--- config.mk ---
export PLATFORM = sky130hd
export DESIGN_NAME = mem_arbiter
export DESIGN_NICKNAME = d
export VERILOG_FILES = /design/src/rtl/mem_arbiter.sv
export SDC_FILE = /design/constraint.sdc
export NUM_CORES = 1
export LEC_CHECK = 0
export ABC_AREA = 1
export BUFFER_PORTS_ARGS = -buffer_cell sky130_fd_sc_hd__buf_2
export CAP_MARGIN = 20
export CORE_MARGIN = 2
export CORE_UTILIZATION = 49
export CTS_BUF_LIST = sky130_fd_sc_hd__clkbuf_8
export CTS_CLUSTER_DIAMETER = 60
export CTS_CLUSTER_SIZE = 25
export DETAILED_ROUTE_END_ITERATION = 7
export GPL_ROUTABILITY_DRIVEN = 0
export PLACE_DENSITY = 0.82
export RECOVER_POWER = 50
export SLEW_MARGIN = 20
export SYNTH_ARGS = -nofsm -noshare
export SYNTH_HDL_FRONTEND = slang
export SYNTH_SLANG_ARGS = --single-unit
--- constraint.sdc ---
create_clock -name clk -period 1.97 [get_ports clk]
set_clock_uncertainty 0.2 [all_clocks]
set_input_delay 0.0985 -clock clk [delete_from_list [all_inputs] [get_ports clk]]
set_output_delay 0.0985 -clock clk [all_outputs]
set_load 0.02 [all_outputs]
--- src/rtl/mem_arbiter.sv ---
// Two-port round-robin arbiter in front of a single-port byte-wide memory.
// States: IDLE wait for req | ISSUE one memory cycle | WAIT read latency | DONE ack + rdata
module mem_arbiter #(
  parameter int RD_LATENCY = 1,
  parameter int ADDR_W     = 16
) (
  input  logic              clk,
  input  logic              resetn,
  input  logic              p0_req,
  input  logic              p0_we,
  input  logic [ADDR_W-1:0] p0_addr,
  input  logic [7:0]        p0_wdata,
  output logic              p0_ack,
  output logic [7:0]        p0_rdata,
  input  logic              p1_req,
  input  logic              p1_we,
  input  logic [ADDR_W-1:0] p1_addr,
  input  logic [7:0]        p1_wdata,
  output logic              p1_ack,
  output logic [7:0]        p1_rdata,
  output logic              mem_ena,
  output logic              mem_wea,
  output logic [ADDR_W-1:0] mem_addra,
  output logic [7:0]        mem_dina,
  input  logic [7:0]        mem_douta,
  output logic              busy,
  output logic              owner
);

  typedef enum logic [1:0] {IDLE, ISSUE, WAIT, DONE} state_t;

  // WAIT spans RD_LATENCY-1 cycles: load RD_LATENCY-2 and leave when the count hits zero.
  localparam logic [1:0] WAIT_LOAD = (RD_LATENCY > 1) ? 2'(RD_LATENCY - 2) : 2'd0;

  state_t            state_q, state_d;
  logic              we_q, we_d;
  logic [ADDR_W-1:0] addr_q, addr_d;
  logic [7:0]        dina_q, dina_d;
  logic              owner_q, owner_d;
  logic              last_q, last_d;
  logic [1:0]        cnt_q, cnt_d;
  logic              ena_q, ena_d;
  logic              wea_q, wea_d;
  logic              ack0_q, ack0_d;
  logic              ack1_q, ack1_d;
  logic [7:0]        rdata0_q, rdata0_d;
  logic [7:0]        rdata1_q, rdata1_d;
  logic              grant;
  logic              finish_rd;

  always_ff @(posedge clk or negedge resetn) begin
    if (!resetn) begin
      state_q  <= IDLE;
      we_q     <= 1'b0;
      addr_q   <= '0;
      dina_q   <= '0;
      owner_q  <= 1'b0;
      last_q   <= 1'b1;
      cnt_q    <= '0;
      ena_q    <= 1'b0;
      wea_q    <= 1'b0;
      ack0_q   <= 1'b0;
      ack1_q   <= 1'b0;
      rdata0_q <= '0;
      rdata1_q <= '0;
    end else begin
      state_q  <= state_d;
      we_q     <= we_d;
      addr_q   <= addr_d;
      dina_q   <= dina_d;
      owner_q  <= owner_d;
      last_q   <= last_d;
      cnt_q    <= cnt_d;
      ena_q    <= ena_d;
      wea_q    <= wea_d;
      ack0_q   <= ack0_d;
      ack1_q   <= ack1_d;
      rdata0_q <= rdata0_d;
      rdata1_q <= rdata1_d;
    end
  end

  always_comb begin
    state_d   = state_q;
    we_d      = we_q;
    addr_d    = addr_q;
    dina_d    = dina_q;
    owner_d   = owner_q;
    last_d    = last_q;
    cnt_d     = cnt_q;
    ena_d     = 1'b0;
    wea_d     = 1'b0;
    ack0_d    = 1'b0;
    ack1_d    = 1'b0;
    rdata0_d  = rdata0_q;
    rdata1_d  = rdata1_q;
    finish_rd = 1'b0;
    grant     = (p0_req && p1_req) ? ~last_q : p1_req;

    case (state_q)
      IDLE: begin
        if (p0_req || p1_req) begin
          state_d = ISSUE;
          owner_d = grant;
          we_d    = grant ? p1_we    : p0_we;
          addr_d  = grant ? p1_addr  : p0_addr;
          dina_d  = grant ? p1_wdata : p0_wdata;
          ena_d   = 1'b1;
          wea_d   = we_d;
        end
      end
      ISSUE: begin
        if (we_q) begin
          state_d = DONE;
        end else if (RD_LATENCY == 1) begin
          state_d   = DONE;
          finish_rd = 1'b1;
        end else begin
          state_d = WAIT;
          cnt_d   = WAIT_LOAD;
        end
      end
      WAIT: begin
        if (cnt_q == 2'd0) begin
          state_d   = DONE;
          finish_rd = 1'b1;
        end else begin
          cnt_d = cnt_q - 2'd1;
        end
      end
      DONE: begin
        state_d = IDLE;
        last_d  = owner_q;
      end
      default: state_d = IDLE;
    endcase

    // Acks are registered so they line up with the DONE state itself.
    if (state_d == DONE) begin
      ack0_d = ~owner_q;
      ack1_d = owner_q;
    end
    if (finish_rd) begin
      if (owner_q) rdata1_d = mem_douta;
      else         rdata0_d = mem_douta;
    end
  end

  assign mem_ena   = ena_q;
  assign mem_wea   = wea_q;
  assign mem_addra = addr_q;
  assign mem_dina  = dina_q;
  assign p0_ack    = ack0_q;
  assign p1_ack    = ack1_q;
  assign p0_rdata  = rdata0_q;
  assign p1_rdata  = rdata1_q;
  assign busy      = (state_q != IDLE);
  assign owner     = owner_q;

endmodule

== Yosys cells after proc, flatten, opt, wreduce, memory -nomap -nowiden ==
Cells that the tools add are included.
Word-level totals
  register bits after elaboration: 51
  input bits: 62
  output and inout bits: 46
  logic and storage cells: 46
Cells by class
  add/sub/neg operators: 1
  equality and inequality tests: 4
  muxes and demuxes: 16
  bitwise logic cells: 3
  reduce and logical (&&, ||, !) cells: 9
Operator list (count)
  16-bit 2-to-1 mux: 1
  1-bit 2-to-1 mux: 10
  8-bit 2-to-1 mux: 1
  2-bit case mux with 4 select lines: 1
  2-bit AND reduction: 4
  2-bit == test (second input constant): 3
  2-bit zero test: 2
  2-bit 2-to-1 mux: 2
  1-bit inverter: 3
  2-bit by 1-bit == test with 1-bit output (second input constant): 1
  1-bit case mux with 2 select lines: 1
  2-bit nonzero test: 1
  2-bit by 1-bit subtractor with 2-bit output (second input constant): 1
  1-bit logical AND: 1
  1-bit logical OR: 1

== Logic depth before layout (Yosys ltp) ==
  word-level depth: 5
  mapped depth: 8
  mapped depth without buffers: 7

== Worst setup path before layout ==
No wires, ideal clock.
  kind: register to register
  start point: register state_q[0]
  end point: register addr_q[0], in the netlist mem_addra[0]
  library setup time: 0.117 ns
  arrival: 1.290 ns
  slack: 0.363 ns
  stages on the path, launching flop included: 9
  buffers on the path: 1
  clock period less this slack: 1.607 ns
  cells stage by stage: dfrtp_1 > inv_1 > ha_1 > inv_1 > nor2_8 > inv_4 > buf_6 > nand2_1 > nand2_1
Between the ends
  word-level cells in the longest chain between the ends: 2
Ends and longest elaborated chain
  from (decl): RTL line 35  | state_t state_q, state_d;
  from (signal assigned): RTL line 67  | state_q <= state_d;
  2-bit zero test: RTL line 100  | case (state_q)
  2-bit AND reduction (no line)
  to (signal assigned): RTL line 69  | addr_q <= addr_d;
  to (decl): RTL line 37  | logic [ADDR_W-1:0] addr_q, addr_d;
Every way passes these cells.
A chain may end at the register's enable or synchronous reset.

== Worst setup path after layout ==
  start point: register state_q[0]
  end point: register rdata1_q[5], in the netlist p1_rdata[5]
Between the ends
  word-level cells in the longest chain between the ends: 3
  elaborated cells between the ends (all ways): 4
  classes of those cells: eq/ne: 2; mux: 1; reduce/logical: 1
Ends and longest elaborated chain
  2-bit == test or 2-bit by 1-bit == test with 1-bit output (tied branches): RTL line 100
  1-bit case mux with 2 select lines *: RTL line 100
  2-bit AND reduction (no line) *
  to (signal assigned): RTL line 79  | rdata1_q <= rdata1_d;
  to (decl): RTL line 47  | logic [7:0] rdata1_q, rdata1_d;
Mark *: on every way between the ends. The rest lies on a longest branch, timed or not.

==> impl_metrics.env <==
export IMPL_rsz_0062_raised_after_global_routing="no"
export IMPL_cts_inserted_buffers=5
export IMPL_die_width_um=74.89
export IMPL_die_span_y_um=74.89
export IMPL_final_max_slew_viol_count=0
export IMPL_syn_inst=307
export IMPL_syn_avg_cell_area_um2=8.021
export IMPL_fmax_mhz=559.8
export IMPL_setup_slack_reg_to_reg_ps=180
export IMPL_reg2reg_to="p1_rdata[5]$_DFFE_PN0P_"
export IMPL_worstPathCellList="inv_1 > ha_1 > nand3_1 > nand2_1 > nand2_1"
export IMPL_yosys_register_bits=51
export IMPL_syn_cell_area_um2=2462
export IMPL_ioPinCount=108
export IMPL_setup_total_negative_slack_ps=0
export IMPL_wl_per_cell_um=14.14
export IMPL_global_route_usage_met1_pct=34.62
export IMPL_totalWireLength_um=7664
export IMPL_synth_distinct_cells=21
export IMPL_leakage_power_total_nw=2.005
export IMPL_grt_usage_pct=28.81
export IMPL_timing_hold_worst_class="input port to flop"
export IMPL_cts_root_buf="clkbuf_8"
export IMPL_reg2regPathDepth=5
export IMPL_core_area_um2=4786
export IMPL_grt_overflow_total=0
export IMPL_first_pass_iters=5
export IMPL_setup_viol_count_final=0
export IMPL_final_min_period_over_clock_period_pct=90.68
export IMPL_dp_hpwl_um=4333
export IMPL_first_global_vias=2655
export IMPL_grt_antenna_before_repair=1
export IMPL_sequential_cell_area_fraction_in_the_yosys_report_pct=51.88
export IMPL_relSlewSlack_pct=8.977
export IMPL_critical_path_slowest_cell="ha_1"
export IMPL_synthesis_nets=374
export IMPL_buffer_ports_inserted=107
export IMPL_ratio_of_cells_with_drive_above_1_in_the_final_layout_pct=18.78
export IMPL_drt_iter0_markers=211
export IMPL_tightestPinTransition_ps=1365
export IMPL_whs_endpoint="mem_addra[15]$_DFFE_PN0P_"
export IMPL_worst_ep_required_time_ps=1960
export IMPL_drv_max_cap_violation_count=0
export IMPL_clk_insertion_delay_late_ps=300
export IMPL_fp_dieArea_um2=5609
export IMPL_cts_buffer_depth=2
export IMPL_path_max_fanout=9
export IMPL_max_stage_delay_ps=450
export IMPL_grt_max_degree=29
export IMPL_clock_sinks=51
export IMPL_hold_path_depth=5
export IMPL_route_detailed_drc=0
export IMPL_route_antenna_remaining_nets=0
export IMPL_met3_usage_pct=6.961
export IMPL_clock_tree_from_tritoncts="yes"
export IMPL_syn2layout_area_growth_pct=49.34
export IMPL_ir_drop_uv=709.5
export IMPL_global_route_peak_usage_layer="met2"
export IMPL_hold_viol=0
export IMPL_cp_end_kind="flop"
export IMPL_p_per_area_nw_per_um2=1351
export IMPL_met2_usage_pct=48.44
export IMPL_via_per_inst=5.076
export IMPL_outcome="complete, no violations"
export IMPL_route_vias_total=2751
export IMPL_initial_utilization_pct=51.45
export IMPL_grt_first_pass_wirelength_um=12120
export IMPL_cts_repair_timing_setup_buffer_count=0
export IMPL_min_delay_start="p1_req"
export IMPL_critical_path_class="flop to flop"
export IMPL_clock_tree_htree_level_count=2
export IMPL_core_rowCount=25
export IMPL_fin_nets=540
export IMPL_post_route_min_period_ps=1786
export IMPL_power_total_mw=4.970
export IMPL_clk_transition_reported_paths_ps=90
export IMPL_timing_rr_start="state_q[0]$_DFF_PN0_"
export IMPL_yosysWarnings=0
export IMPL_worstSetupStartpointType="flop"
export IMPL_critical_path_top_cell_by_count="nand2_1"
export IMPL_crit_arrival_ps=1780
[layout make-up]
| class | instances | area (um^2) |
|---|---|---|
| clock inverters | 3 | 12.51 |
| diodes | 1 | 2.502 |
| multi-input cells | 228 | 1025 |
| repair buffers | 175 | 1160 |
| well taps | 67 | 83.83 |
| clock buffers | 5 | 68.82 |
| fillers | 333 | 1109 |
| inverters | 12 | 47.55 |
| flip-flops and latches | 51 | 1277 |
[through the flow]
| step | util (%) | cell area, um^2 | worst slack [ps] | hold WS, ps | instances |
|---|---|---|---|---|---|
| floorplan | - | 2462 | 363.1 | -397.1 | 307 |
| global placement | 63.56 | 3042 | 316.0 | -83.77 | 473 |
| detailed placement | 63.56 | 3042 | 210.2 | -79.70 | 473 |
| CTS | 77.80 | 3724 | 188.6 | 66.02 | 541 |
| global route | 76.84 | 3677 | 13.55 | 119.5 | 542 |
| finish | 76.84 | 3677 | 183.6 | 98.44 | 542 |
[Yosys cell counts (all sizes together)]
cell type,number,area (um^2)
a21oi,1,5.000
buf,13,101.3
clkbuf,3,11.26
dfrtp,50,1251
dfstp,1,26.28
ha,5,62.56
inv,12,47.55
nand2,166,635.6
nand3,29,145.1
nand3b,1,7.510
nand4,16,100.1
nor2,7,50.05
o21ai,2,10.01
xor2,1,8.760
[state kept, by name, summed over array words and instances, names as in the netlist]
name / count
mem_addra: 16
mem_dina: 8
p0_rdata: 8
p1_rdata: 8
cnt_q: 2
state_q: 2
last_q: 1
mem_ena: 1
mem_wea: 1
owner: 1
p0_ack: 1
p1_ack: 1
we_q: 1
[how the worst max path moves through the flow]
stage / start / endpoint / slack [ps]
floorplan: state_q[0]$_DFF_PN0_ / mem_addra[0]$_DFFE_PN0P_ / 360
finish: state_q[0]$_DFF_PN0_ / p1_rdata[5]$_DFFE_PN0P_ / 180
CTS: state_q[0]$_DFF_PN0_ / p1_rdata[5]$_DFFE_PN0P_ / 190
global placement: state_q[0]$_DFF_PN0_ / mem_dina[6]$_DFFE_PN0P_ / 320
detailed placement: state_q[0]$_DFF_PN0_ / p1_rdata[5]$_DFFE_PN0P_ / 210
global route: state_q[0]$_DFF_PN0_ / p1_rdata[3]$_DFFE_PN0P_ / 10
[report_power, final]
group          switching (mW)  internal [mW]
logic                    1.77          0.815
registers               0.285           1.54
clock network           0.326          0.239
[worst max-delay path: cells and delay by family, from the launching register on]
family	cells	cell delay, ps
adder cells (fa/ha/maj)	1	450
buffers and inverters	1	100
flip-flops	1	420
AND/OR/NAND/NOR	3	500
[logic make-up (layout without fill, tap and decap cells)]
| kind of cell | count (synthesis) | in the layout | share of synthesized area (%) |
|---|---|---|---|
| other cells | 0 | 1 | 0 |
| fa+ha+maj | 5 | 5 | 2.541 |
| buf+inv | 28 | 195 | 6.504 |
| xor+xnor | 1 | 1 | 0.3558 |
| compound gates | 3 | 3 | 0.6096 |
| flops | 51 | 51 | 51.88 |
| simple gates | 219 | 219 | 38.11 |
[placed cells by master (no fill, tap or decap), drive strengths merged, types with 2 or more instances in the layout]
cell type    netlist  layout
nand2            166     166
buf               13      76
dlygate4sd3        0      60
dfrtp             50      50
clkbuf             3      44
nand3             29      29
nand4             16      16
inv               12      14
nor2               7       7
ha                 5       5
o21ai              2       2
[layer usage]
layer	part of all wire (%)	vias up
li1	-	1298
met1	38	1240
met2	49	179
met3	8.4	34
met4	4.9	0
met5	0	-
[what timing repair did]
item / in CTS / in global routing
resized for setup: 0 / 0
hold buffers: 60 / 0
setup endpoints to repair: 0 / 0
endpoints found under the hold margin: 95 / 0
(Power assumes the default switching activity.)
